`src/rtl/triangle_monitor_if.sv`:
```
//==============================================================================
// Module   : triangle_monitor_if
// Purpose  : Sample/control and status bundle between a triangle source and its monitor.
// Revision : 1.0  initial release
//==============================================================================
`default_nettype none

interface triangle_monitor_if #(
    parameter int N        = 8,
    parameter int PERIOD_W = 20
);
    logic                ena_i;
    logic [N-1:0]        in_i;
    logic                clear_err_i;
    logic                dir_o;
    logic                locked_o;
    logic                peak_o;
    logic                trough_o;
    logic                mismatch_o;
    logic                err_o;
    logic [PERIOD_W-1:0] period_o;
    logic                period_valid_o;

    modport master (
        output ena_i, in_i, clear_err_i,
        input  dir_o, locked_o, peak_o, trough_o, mismatch_o, err_o, period_o, period_valid_o
    );

    modport slave (
        input  ena_i, in_i, clear_err_i,
        output dir_o, locked_o, peak_o, trough_o, mismatch_o, err_o, period_o, period_valid_o
    );
endinterface

`default_nettype wire

```
`src/rtl/triangle_monitor.sv`:
```
//==============================================================================
// Module   : triangle_monitor
// Purpose  : Locks to a 0..M..0 triangle stream, flags turns, errors and period.
// Revision : 1.0  initial release
//==============================================================================
`default_nettype none

module triangle_monitor #(
    parameter int N        = 8,
    parameter int PERIOD_W = 20
) (
    input  wire logic         clk,
    input  wire logic         rst_n,
    triangle_monitor_if.slave bus
);

    localparam logic [N-1:0]        MAXV    = '1;
    localparam logic [N-1:0]        ONE     = {{(N-1){1'b0}}, 1'b1};
    localparam logic [PERIOD_W-1:0] CNT_MAX = '1;
    localparam logic [PERIOD_W-1:0] CNT_ONE = {{(PERIOD_W-1){1'b0}}, 1'b1};

    localparam logic [1:0] S_ACQUIRE    = 2'd0;
    localparam logic [1:0] S_TRACK_UP   = 2'd1;
    localparam logic [1:0] S_TRACK_DOWN = 2'd2;

    logic [1:0]          state_q, state_d;
    logic [N-1:0]        prev_q, prev_d;
    logic                first_seen_q, first_seen_d;
    logic                dir_q, dir_d;
    logic                peak_q, peak_d;
    logic                trough_q, trough_d;
    logic                mismatch_q, mismatch_d;
    logic                err_q, err_d;
    logic [PERIOD_W-1:0] period_q, period_d;
    logic                pv_q, pv_d;
    logic [PERIOD_W-1:0] cnt_q, cnt_d;
    logic                have_trough_q, have_trough_d;

    logic                is_inc;
    logic                is_dec;
    logic [PERIOD_W-1:0] cnt_inc;

    assign is_inc  = (prev_q != MAXV) && (bus.in_i == prev_q + ONE);
    assign is_dec  = (prev_q != '0)   && (bus.in_i == prev_q - ONE);
    assign cnt_inc = (cnt_q == CNT_MAX) ? cnt_q : cnt_q + CNT_ONE;

    always_ff @(posedge clk or negedge rst_n) begin
        if (!rst_n) begin
            state_q <= S_ACQUIRE;
        end else begin
            state_q <= state_d;
        end
    end

    // A lock step that lands on an extreme turns immediately, so TRACK_UP never holds prev==M.
    always_comb begin
        state_d = state_q;
        if (bus.ena_i) begin
            case (state_q)
                S_ACQUIRE: begin
                    if (first_seen_q) begin
                        if (is_inc) begin
                            state_d = (bus.in_i == MAXV) ? S_TRACK_DOWN : S_TRACK_UP;
                        end else if (is_dec) begin
                            state_d = (bus.in_i == '0) ? S_TRACK_UP : S_TRACK_DOWN;
                        end
                    end
                end
                S_TRACK_UP: begin
                    if (!is_inc) begin
                        state_d = S_ACQUIRE;
                    end else if (bus.in_i == MAXV) begin
                        state_d = S_TRACK_DOWN;
                    end
                end
                S_TRACK_DOWN: begin
                    if (!is_dec) begin
                        state_d = S_ACQUIRE;
                    end else if (bus.in_i == '0) begin
                        state_d = S_TRACK_UP;
                    end
                end
                default: state_d = S_ACQUIRE;
            endcase
        end
    end

    always_comb begin
        prev_d        = prev_q;
        first_seen_d  = first_seen_q;
        dir_d         = dir_q;
        peak_d        = 1'b0;
        trough_d      = 1'b0;
        mismatch_d    = 1'b0;
        err_d         = err_q;
        period_d      = period_q;
        pv_d          = 1'b0;
        cnt_d         = cnt_q;
        have_trough_d = have_trough_q;

        if (bus.clear_err_i) begin
            err_d = 1'b0;
        end

        if (bus.ena_i) begin
            prev_d = bus.in_i;
            case (state_q)
                S_ACQUIRE: begin
                    first_seen_d = 1'b1;
                    if (state_d != S_ACQUIRE) begin
                        cnt_d         = '0;
                        have_trough_d = 1'b0;
                        dir_d         = (state_d == S_TRACK_DOWN);
                    end
                end
                S_TRACK_UP, S_TRACK_DOWN: begin
                    if (state_d == S_ACQUIRE) begin
                        mismatch_d = 1'b1;
                        err_d      = 1'b1;
                    end else begin
                        cnt_d = cnt_inc;
                        if (state_d != state_q) begin
                            if (state_q == S_TRACK_UP) begin
                                peak_d = 1'b1;
                                dir_d  = 1'b1;
                            end else begin
                                trough_d      = 1'b1;
                                dir_d         = 1'b0;
                                cnt_d         = '0;
                                have_trough_d = 1'b1;
                                if (have_trough_q) begin
                                    period_d = cnt_inc;
                                    pv_d     = 1'b1;
                                end
                            end
                        end
                    end
                end
                default: ;
            endcase
        end
    end

    always_ff @(posedge clk or negedge rst_n) begin
        if (!rst_n) begin
            prev_q        <= '0;
            first_seen_q  <= 1'b0;
            dir_q         <= 1'b0;
            peak_q        <= 1'b0;
            trough_q      <= 1'b0;
            mismatch_q    <= 1'b0;
            err_q         <= 1'b0;
            period_q      <= '0;
            pv_q          <= 1'b0;
            cnt_q         <= '0;
            have_trough_q <= 1'b0;
        end else begin
            prev_q        <= prev_d;
            first_seen_q  <= first_seen_d;
            dir_q         <= dir_d;
            peak_q        <= peak_d;
            trough_q      <= trough_d;
            mismatch_q    <= mismatch_d;
            err_q         <= err_d;
            period_q      <= period_d;
            pv_q          <= pv_d;
            cnt_q         <= cnt_d;
            have_trough_q <= have_trough_d;
        end
    end

    assign bus.dir_o          = dir_q;
    assign bus.locked_o       = (state_q != S_ACQUIRE);
    assign bus.peak_o         = peak_q;
    assign bus.trough_o       = trough_q;
    assign bus.mismatch_o     = mismatch_q;
    assign bus.err_o          = err_q;
    assign bus.period_o       = period_q;
    assign bus.period_valid_o = pv_q;

endmodule

`default_nettype wire

```
`src/flat_wrapper.sv`:
```
// flat-port wrapper written by rule: the top's interface ports become plain ports
module triangle_monitor_flat 
#(
    parameter int N        = 8,
    parameter int PERIOD_W = 20
)
  (clk, rst_n, bus_ena_i, bus_in_i, bus_clear_err_i, bus_dir_o, bus_locked_o, bus_peak_o, bus_trough_o, bus_mismatch_o, bus_err_o, bus_period_o, bus_period_valid_o);
  triangle_monitor_if #(.N(N), .PERIOD_W(PERIOD_W)) bus_i ();
  input  wire logic clk;
  input  wire logic rst_n;
  input wire logic [$bits(bus_i.ena_i)-1:0] bus_ena_i;
  input wire logic [$bits(bus_i.in_i)-1:0] bus_in_i;
  input wire logic [$bits(bus_i.clear_err_i)-1:0] bus_clear_err_i;
  output wire logic [$bits(bus_i.dir_o)-1:0] bus_dir_o;
  output wire logic [$bits(bus_i.locked_o)-1:0] bus_locked_o;
  output wire logic [$bits(bus_i.peak_o)-1:0] bus_peak_o;
  output wire logic [$bits(bus_i.trough_o)-1:0] bus_trough_o;
  output wire logic [$bits(bus_i.mismatch_o)-1:0] bus_mismatch_o;
  output wire logic [$bits(bus_i.err_o)-1:0] bus_err_o;
  output wire logic [$bits(bus_i.period_o)-1:0] bus_period_o;
  output wire logic [$bits(bus_i.period_valid_o)-1:0] bus_period_valid_o;
  assign bus_i.ena_i = bus_ena_i;
  assign bus_i.in_i = bus_in_i;
  assign bus_i.clear_err_i = bus_clear_err_i;
  assign bus_dir_o = bus_i.dir_o;
  assign bus_locked_o = bus_i.locked_o;
  assign bus_peak_o = bus_i.peak_o;
  assign bus_trough_o = bus_i.trough_o;
  assign bus_mismatch_o = bus_i.mismatch_o;
  assign bus_err_o = bus_i.err_o;
  assign bus_period_o = bus_i.period_o;
  assign bus_period_valid_o = bus_i.period_valid_o;
  triangle_monitor #(.N(N), .PERIOD_W(PERIOD_W)) u_core (.clk(clk), .rst_n(rst_n), .bus(bus_i));
endmodule
```
`config.mk`:
```
export PLATFORM = sky130hd
export DESIGN_NAME = triangle_monitor_flat
export DESIGN_NICKNAME = d
export VERILOG_FILES = /design/src/rtl/triangle_monitor_if.sv /design/src/rtl/triangle_monitor.sv /design/src/flat_wrapper.sv
export SDC_FILE = /design/constraint.sdc
export NUM_CORES = 1
export LEC_CHECK = 0
export ABC_AREA = 1
export ABC_CLOCK_PERIOD_IN_PS = 2900
export BUFFER_PORTS_ARGS = -buffer_cell sky130_fd_sc_hd__buf_2
export CAP_MARGIN = 30
export CORE_MARGIN = 1.5
export CORE_UTILIZATION = 40
export CTS_CLUSTER_DIAMETER = 200
export CTS_CLUSTER_SIZE = 40
export DETAILED_ROUTE_END_ITERATION = 10
export PLACE_DENSITY = 0.56
export SLEW_MARGIN = 30
export SYNTH_ARGS = -nofsm -noshare
export SYNTH_HDL_FRONTEND = slang
export SYNTH_SLANG_ARGS = --single-unit
```
`constraint.sdc`:
```
create_clock -name clk -period 2.9 [get_ports clk]
set_input_delay 0.145 -clock clk [delete_from_list [all_inputs] [get_ports clk]]
set_output_delay 0.145 -clock clk [all_outputs]
set_load 0.01 [all_outputs]
```
==> flow_metrics.env, run 1 <==
export IMPL_antenna_found_initial=0
export IMPL_vias=3814
export IMPL_cp_end_kind="flip-flop"
export IMPL_synth_xor_area_share_pct=4.51
export IMPL_synth_edf_count=0
export IMPL_critPathMaxFanout=5
export IMPL_relSlewSlack_pct=50.6
export IMPL_synth_most_common_cell="nand2_1"
export IMPL_place_area_um2=4280
export IMPL_period_minus_slack_ns=2.82
export IMPL_clkPwrFrac_pct=25.2
export IMPL_placedCellCount=753
export IMPL_finalPower_w=0.00341
export IMPL_vdd_drop_max_mv=0.399
export IMPL_dpl_hpwl_um=6880
export IMPL_fin_cells=785
export IMPL_max_slew_worst_pin_slew_ns=0.741
export IMPL_fin_crit_sh_pct=97.2
export IMPL_gp_congestion=0.898
export IMPL_setup_violations=0
export IMPL_synth_top_family_by_area="simple AND/OR/NAND/NOR gates"
export IMPL_drv_slew=0
export IMPL_dieArea_um2=10300
export IMPL_syn_num_nets=607
export IMPL_synth_seq_cells=58
export IMPL_clkLatencyLatePin_ns=0.34
export IMPL_seq_area_frac_synth_pct=37.4
export IMPL_ys_flop_type="dfrtp_1"
export IMPL_clock_sinks=58
export IMPL_fmax_mhz=355
export IMPL_yosys_area_share_simple_pct=41.4
export IMPL_yosysTopAreaCellShare_pct=37.4
export IMPL_chipHeight_um=102
export IMPL_grt_setup_unrepaired="true"
export IMPL_postLayoutCoreUtil_pct=54.2
export IMPL_track_usage_pct=19.6
export IMPL_synth_async_reset_ratio_pct=100
export IMPL_first_global_vias=3379
export IMPL_cts_root_buf="clkbuf_8"
export IMPL_grt_max_degree=59
export IMPL_area_delta_synth_final_pct=30.3
export IMPL_crit_type="reg2reg"
export IMPL_status="complete, no violations"
export IMPL_cts_htree_levels=3
export IMPL_antennaDiodeCount=0
export IMPL_grt_pass1_wl_um=16000
export IMPL_clkTransAtPathRegs_ns=0.07
export IMPL_wire_per_inst_um=13.1
export IMPL_hp_class="in2reg"
export IMPL_grt_ovfl_total=0
export IMPL_hold_depth=3
export IMPL_synth_mux_area_share_pct=0
export IMPL_hold_viol=0
export IMPL_clock_skew_ns=0.00730
export IMPL_power_frac_seq_pct=32.3
export IMPL_swShare_pct=41.2
export IMPL_start_util_pct=41.6
export IMPL_synth_common_cells="nand2_1 (217), inv_1 (74), nor2_1 (70), dfrtp_1 (58), nand3_1 (37)"
export IMPL_hold_ws_ns=0.0627
export IMPL_cts_tree="done"
export IMPL_synth_top_area_cell="dfrtp_1"
export IMPL_cts_buffer_depth=2
export IMPL_portBuffers=38
export IMPL_worstReg2RegEnd="u_core.cnt_q[18]"
export IMPL_startpoint_type="flip-flop"
export IMPL_p_switching_w=0.00141
export IMPL_synth_adder_area_share_pct=2.26
export IMPL_rr_startpoint="u_core.prev_q[1]"
export IMPL_drc_errors=0
export IMPL_core_um2=9330
export IMPL_pwr_share_comb_pct=42.5
export IMPL_crit_arrival_ns=3.10
export IMPL_ant_nets=0
export IMPL_p_per_area_nw_per_um2=674
export IMPL_synth_area_um2=3880
export IMPL_fp_dieW_um=102
export IMPL_startpoint="u_core.prev_q[1]"
export IMPL_drtIter0Drc=188
export IMPL_rows=35
export IMPL_io_pins=39
export IMPL_rr_worst_depth=25
export IMPL_internal_power_w=0.00200
export IMPL_routed_wl_um=10300
export IMPL_maxCapViolations=0
export IMPL_syn_inst=588
export IMPL_critPathCapture="u_core.cnt_q[18]"
export IMPL_viasPerCell=4.86
export IMPL_cts_buffers=9
export IMPL_drive_gt1_share_pct=25.2
export IMPL_synth_area_leaders="dfrtp_1 (37%), nand2_1 (21%), inv_1 (7.2%)"
export IMPL_yosys_warnings=0
export IMPL_drt_first_pass_iters=4
export IMPL_postSynthAreaPerCell_um2=6.60
export IMPL_ff2ff_setup_slack_ns=0.08
export IMPL_ys_types=30
export IMPL_synth_compound_area_share_pct=4.19
export IMPL_fin_area_um2=5060
export IMPL_fin_nets=670
export IMPL_cp_required_ns=3.18
export IMPL_leakage_nw=2.65
-- per-stage QoR --
step,setup slack (ns),setup TNS [ns]
detailed placement,0.110,0
CTS,0.0841,0
global route,-0.143,-5.00
global placement,0.115,0
finish,0.0814,0
floorplan,0.335,0
-- final cells by class --
cell class	count	area (µm²)
fill	935	4270
multi-input combinational	436	2370
sequential	58	1460
timing repair buffer	70	552
inverter	76	287
tap	129	161
clock buffer	9	124
clock inverter	7	103
-- cells in the final DEF, fill, tap and decap left out, drive strengths merged, types with 8 or more instances in the layout --
| cell | count |
|---|---|
| nand2 | 221 |
| inv | 76 |
| nor2 | 75 |
| buf | 65 |
| dfrtp | 58 |
| nand3 | 37 |
| nand4 | 31 |
| o21ai | 16 |
| xor2 | 13 |
| clkbuf | 12 |
| a21oi | 10 |
| nor3 | 8 |
-- power groups by stage --
stage                     clock, W  combinational [W]  sequential (W)
final                     0.000858            0.00145         0.00110
after global routing      0.000913            0.00159         0.00112
after CTS                 0.000881            0.00112         0.00109
after detailed placement         0            0.00111         0.00110
after global placement           0            0.00111         0.00110
after floorplan                  0           0.000830         0.00107
-- flip-flops by register name (all words and copies together), names as in the netlist --
register / cells
u_core.bus.dir_o: 1
u_core.bus.err_o: 1
u_core.bus.mismatch_o: 1
u_core.bus.peak_o: 1
u_core.bus.period_o: 20
u_core.bus.period_valid_o: 1
u_core.bus.trough_o: 1
u_core.cnt_q: 20
u_core.first_seen_q: 1
u_core.have_trough_q: 1
u_core.prev_q: 8
u_core.state_q: 2
-- worst max-delay path, cell delays in order, from the launching register on --
cell and delay [ns]:
dfrtp_1 0.40, inv_2 0.09, ha_4 0.16, nand2_2 0.08, nor2_4 0.16, nand2_2 0.09, nand3_2 0.09, nand3_1 0.09
nor2_2 0.16, nand3_2 0.10, nand2_1 0.07, nand2_1 0.05, nand2_1 0.06, nand2_1 0.04, nand2_1 0.08, nand2_2 0.07
nand2_4 0.10, nand2_4 0.06, nand2_2 0.07, nand2_1 0.06, nor2_2 0.16, nand2_2 0.10, nand2_4 0.15, clkbuf_16 0.17
nand2_1 0.05, nand2_1 0.05
-- worst min-delay path by stage --
stage	to	slack [ns]	startpoint
global route	u_core.prev_q[0]	0.08	bus_in_i[0]
global placement	u_core.bus.err_o	0.34	bus_clear_err_i
floorplan	u_core.bus.dir_o	-0.15	rst_n
finish	u_core.prev_q[5]	0.06	bus_in_i[5]
detailed placement	u_core.bus.err_o	0.34	bus_clear_err_i
CTS	u_core.prev_q[0]	0.04	bus_in_i[0]
-- metal layers --
layer	GRT usage, %	vias up	wire (µm)
met2	29.1	77	4500
met5	0	-	0
li1	-	1966	-
met4	4.49	0	62
met1	29.3	1765	5280
met3	4.07	6	442
-- cells by family after synthesis --
kind of cell	after synthesis
AND/OR/NAND/NOR	380
buffers and inverters	94
AO/OA/AOI/OAI	29
flip-flops	58
XOR/XNOR	20
adder cells (fa/ha/maj)	7
-- what timing repair did --
action | CTS | global route
setup buffers | 0 | 10
setup endpoints to repair | 0 | 43
hold buffers | 2 | 0
endpoints found under the hold margin | 59 | 0
gates resized for setup | 0 | 97
Note: power is estimated with default switching activity, not from simulation.
==> run 2: changes to the inputs <==
--- a/config.mk
+++ b/config.mk
@@ -6,11 +6,12 @@
 export NUM_CORES = 1
 export LEC_CHECK = 0
 export ABC_AREA = 1
-export ABC_CLOCK_PERIOD_IN_PS = 2900
+export ABC_CLOCK_PERIOD_IN_PS = 2870
 export BUFFER_PORTS_ARGS = -buffer_cell sky130_fd_sc_hd__buf_2
 export CAP_MARGIN = 30
 export CORE_MARGIN = 1.5
 export CORE_UTILIZATION = 40
+export CTS_BUF_LIST = sky130_fd_sc_hd__clkbuf_2 sky130_fd_sc_hd__clkbuf_4 sky130_fd_sc_hd__clkbuf_8
 export CTS_CLUSTER_DIAMETER = 200
 export CTS_CLUSTER_SIZE = 40
 export DETAILED_ROUTE_END_ITERATION = 10
==> constraint.sdc (replaced) <==
create_clock -name clk -period 2.87 [get_ports clk]
set_input_delay 0.1435 -clock clk [delete_from_list [all_inputs] [get_ports clk]]
set_output_delay 0.1435 -clock clk [all_outputs]
set_load 0.01 [all_outputs]
==> run 2 against run 1 <==
Global-route usage grew 0.77 points. Clock power is 8.7% lower. Hold slack got worse by 0.0060 ns. Flip-flop and latch count unchanged. Critical path type unchanged. Wire length fell by 0.95%. Largest power group unchanged. Critical endpoint is now u_core.bus.period_o[0]. Combinational power shrank 6%.
==> flow_metrics.env, run 2 (synthesis gave the netlist of run 1 again) <==
export IMPL_dpl_hpwl_um=7110
export IMPL_grt_setup_unrepaired="true"
export IMPL_placedCellCount=754
export IMPL_maxCapViolations=0
export IMPL_ant_nets=0
export IMPL_fin_cells=783
export IMPL_antenna_found_initial=0
export IMPL_drtIter0Drc=170
export IMPL_status="complete, no violations"
export IMPL_postLayoutCoreUtil_pct=52.1
export IMPL_grt_max_degree=41
export IMPL_startpoint_type="flip-flop"
export IMPL_cts_tree="done"
export IMPL_period_minus_slack_ns=2.81
export IMPL_cts_htree_levels=3
export IMPL_clock_skew_ns=0.00893
export IMPL_cts_root_buf="clkbuf_8"
export IMPL_first_global_vias=3502
export IMPL_io_pins=39
export IMPL_layout_common_cells="nand2_1 (189), inv_1 (74), nor2_1 (65), dfrtp_1 (55), buf_2 (38)"
export IMPL_crit_family="simple AND/OR/NAND/NOR gates"
export IMPL_cpPeakStageDelay_ns=0.40
export IMPL_path_buf_inv=4
export IMPL_hold_viol=0
export IMPL_rows=35
export IMPL_portBuffers=38
export IMPL_hp_class="in2reg"
export IMPL_fp_dieW_um=102
export IMPL_setup_violations=0
export IMPL_leakage_nw=2.57
export IMPL_relSlewSlack_pct=48.2
export IMPL_fin_ws_ns=0.0648
export IMPL_path_cells="inv_2 -> ha_4 -> xor2_2 -> buf_4 -> nand4_1 -> nor2_1 -> nand2_1 -> nor2_1 -> nand4_1 -> nand2_1 -> nand2_1 -> nand2_2 -> nand2_4 -> nand2_2 -> nand2_2 -> nand4_1 -> buf_6 -> nand3_4 -> clkbuf_16 -> nand2_2 -> nand2_1"
export IMPL_cp_required_ns=3.10
export IMPL_clock_sinks=58
export IMPL_fin_nets=668
export IMPL_p_per_area_nw_per_um2=676
export IMPL_vias=3791
export IMPL_clkLatencyLatePin_ns=0.34
export IMPL_cp_slowest_cell="dfrtp_1"
export IMPL_drv_slew=0
export IMPL_antennaDiodeCount=0
export IMPL_chipHeight_um=102
export IMPL_fmax_mhz=356
export IMPL_drive_gt1_share_pct=22.0
export IMPL_dieArea_um2=10300
export IMPL_cts_buffers=9
export IMPL_routed_wl_um=10200
export IMPL_vdd_drop_max_mv=0.432
export IMPL_layout_commonest_cell="nand2_1"
export IMPL_gp_congestion=0.883
export IMPL_clkTransAtPathRegs_ns=0.07
export IMPL_crit_type="reg2reg"
export IMPL_grt_pass1_wl_um=16700
export IMPL_viasPerCell=4.84
export IMPL_crit_arrival_ns=3.03
export IMPL_cts_buffer_depth=2
export IMPL_fin_crit_sh_pct=97.7
export IMPL_core_um2=9330
export IMPL_area_delta_synth_final_pct=25.2
export IMPL_grt_ovfl_total=0
export IMPL_wire_per_inst_um=13.0
export IMPL_start_util_pct=41.6
export IMPL_drc_errors=0
export IMPL_track_usage_pct=20.4
export IMPL_drt_first_pass_iters=4
export IMPL_max_slew_worst_pin_slew_ns=0.778
export IMPL_cp_end_kind="flip-flop"
export IMPL_dp_slack_ns=0.00751
export IMPL_critPathMaxFanout=7
run 2: changes by cell type in the layout (fill, tap and decap cells not counted), sizes merged:
| cell | delta |
|---|---|
| buf | -1 |
| bufinv | -1 |
run 2: area by class of cell:
class,instances,area (µm²)
fill,911,4470
timing repair buffer,68,503
tap,129,161
clock inverter,6,65.1
inverter,76,287
clock buffer,10,138
multi-input combinational,436,2250
sequential,58,1460
run 2: worst min-delay path, cell delays in order:
cell and delay, ns:
buf_2 0.10, nand2_1 0.05, o21ai_0 0.06
run 2: repair_timing:
| action | CTS | global route |
|---|---|---|
| setup endpoints to repair | 13 | 45 |
| buffers inserted | 0 | 8 |
| cloned | 0 | 3 |
| pin swaps | 1 | 21 |
| hold buffers | 2 | 0 |
| hold endpoints to repair | 27 | 0 |
| gates resized for setup | 3 | 62 |
run 2: worst paths after layout:
kind / end / cells after the start / from / slack [ns]
setup / recovery: u_core.bus.period_o[0] / 21 / u_core.prev_q[0] / 0.06
max in group asynchronous: u_core.prev_q[2] / 3 / rst_n / 1.78
min in group asynchronous: u_core.bus.period_o[13] / 2 / rst_n / 0.38
hold / removal: u_core.prev_q[5] / 3 / bus_in_i[5] / 0.06
hold reg to reg: u_core.bus.period_o[15] / 2 / u_core.bus.period_o[15] / 0.47
setup reg to reg: u_core.bus.period_o[0] / 21 / u_core.prev_q[0] / 0.06
run 2: report_power, final:
part / total, W / leakage (nW) / switching (W) / internal, W
Combinational: 0.00137 / 1.69 / 0.000813 / 0.000556
Sequential: 0.00113 / 0.779 / 0.000181 / 0.000950
Clock: 0.000783 / 0.103 / 0.000358 / 0.000426
Total: 0.00328 / 2.57 / 0.00135 / 0.00193
run 2: per-layer routing:
layer | up-vias | GRT usage, % | share of wire, %
met5 | - | 0 | 0
met4 | 0 | 6.52 | 0.69
met3 | 4 | 3.93 | 4.0
met2 | 62 | 30.5 | 45
met1 | 1763 | 29.7 | 50
li1 | 1962 | - | -
run 2: through the flow:
stage | hold slack [ns] | setup TNS, ns | power, W | area, µm²
3_3_place_gp | 0.227 | 0 | 0.00224 | 4270
2_1_floorplan | -0.152 | 0 | 0.00192 | 3880
3_5_place_dp | 0.231 | 0 | 0.00226 | 4270
6_report | 0.0567 | 0 | 0.00328 | 4860
4_1_cts | 0.0445 | 0 | 0.00307 | 4510
5_1_grt | 0.0778 | -6.57 | 0.00353 | 4860
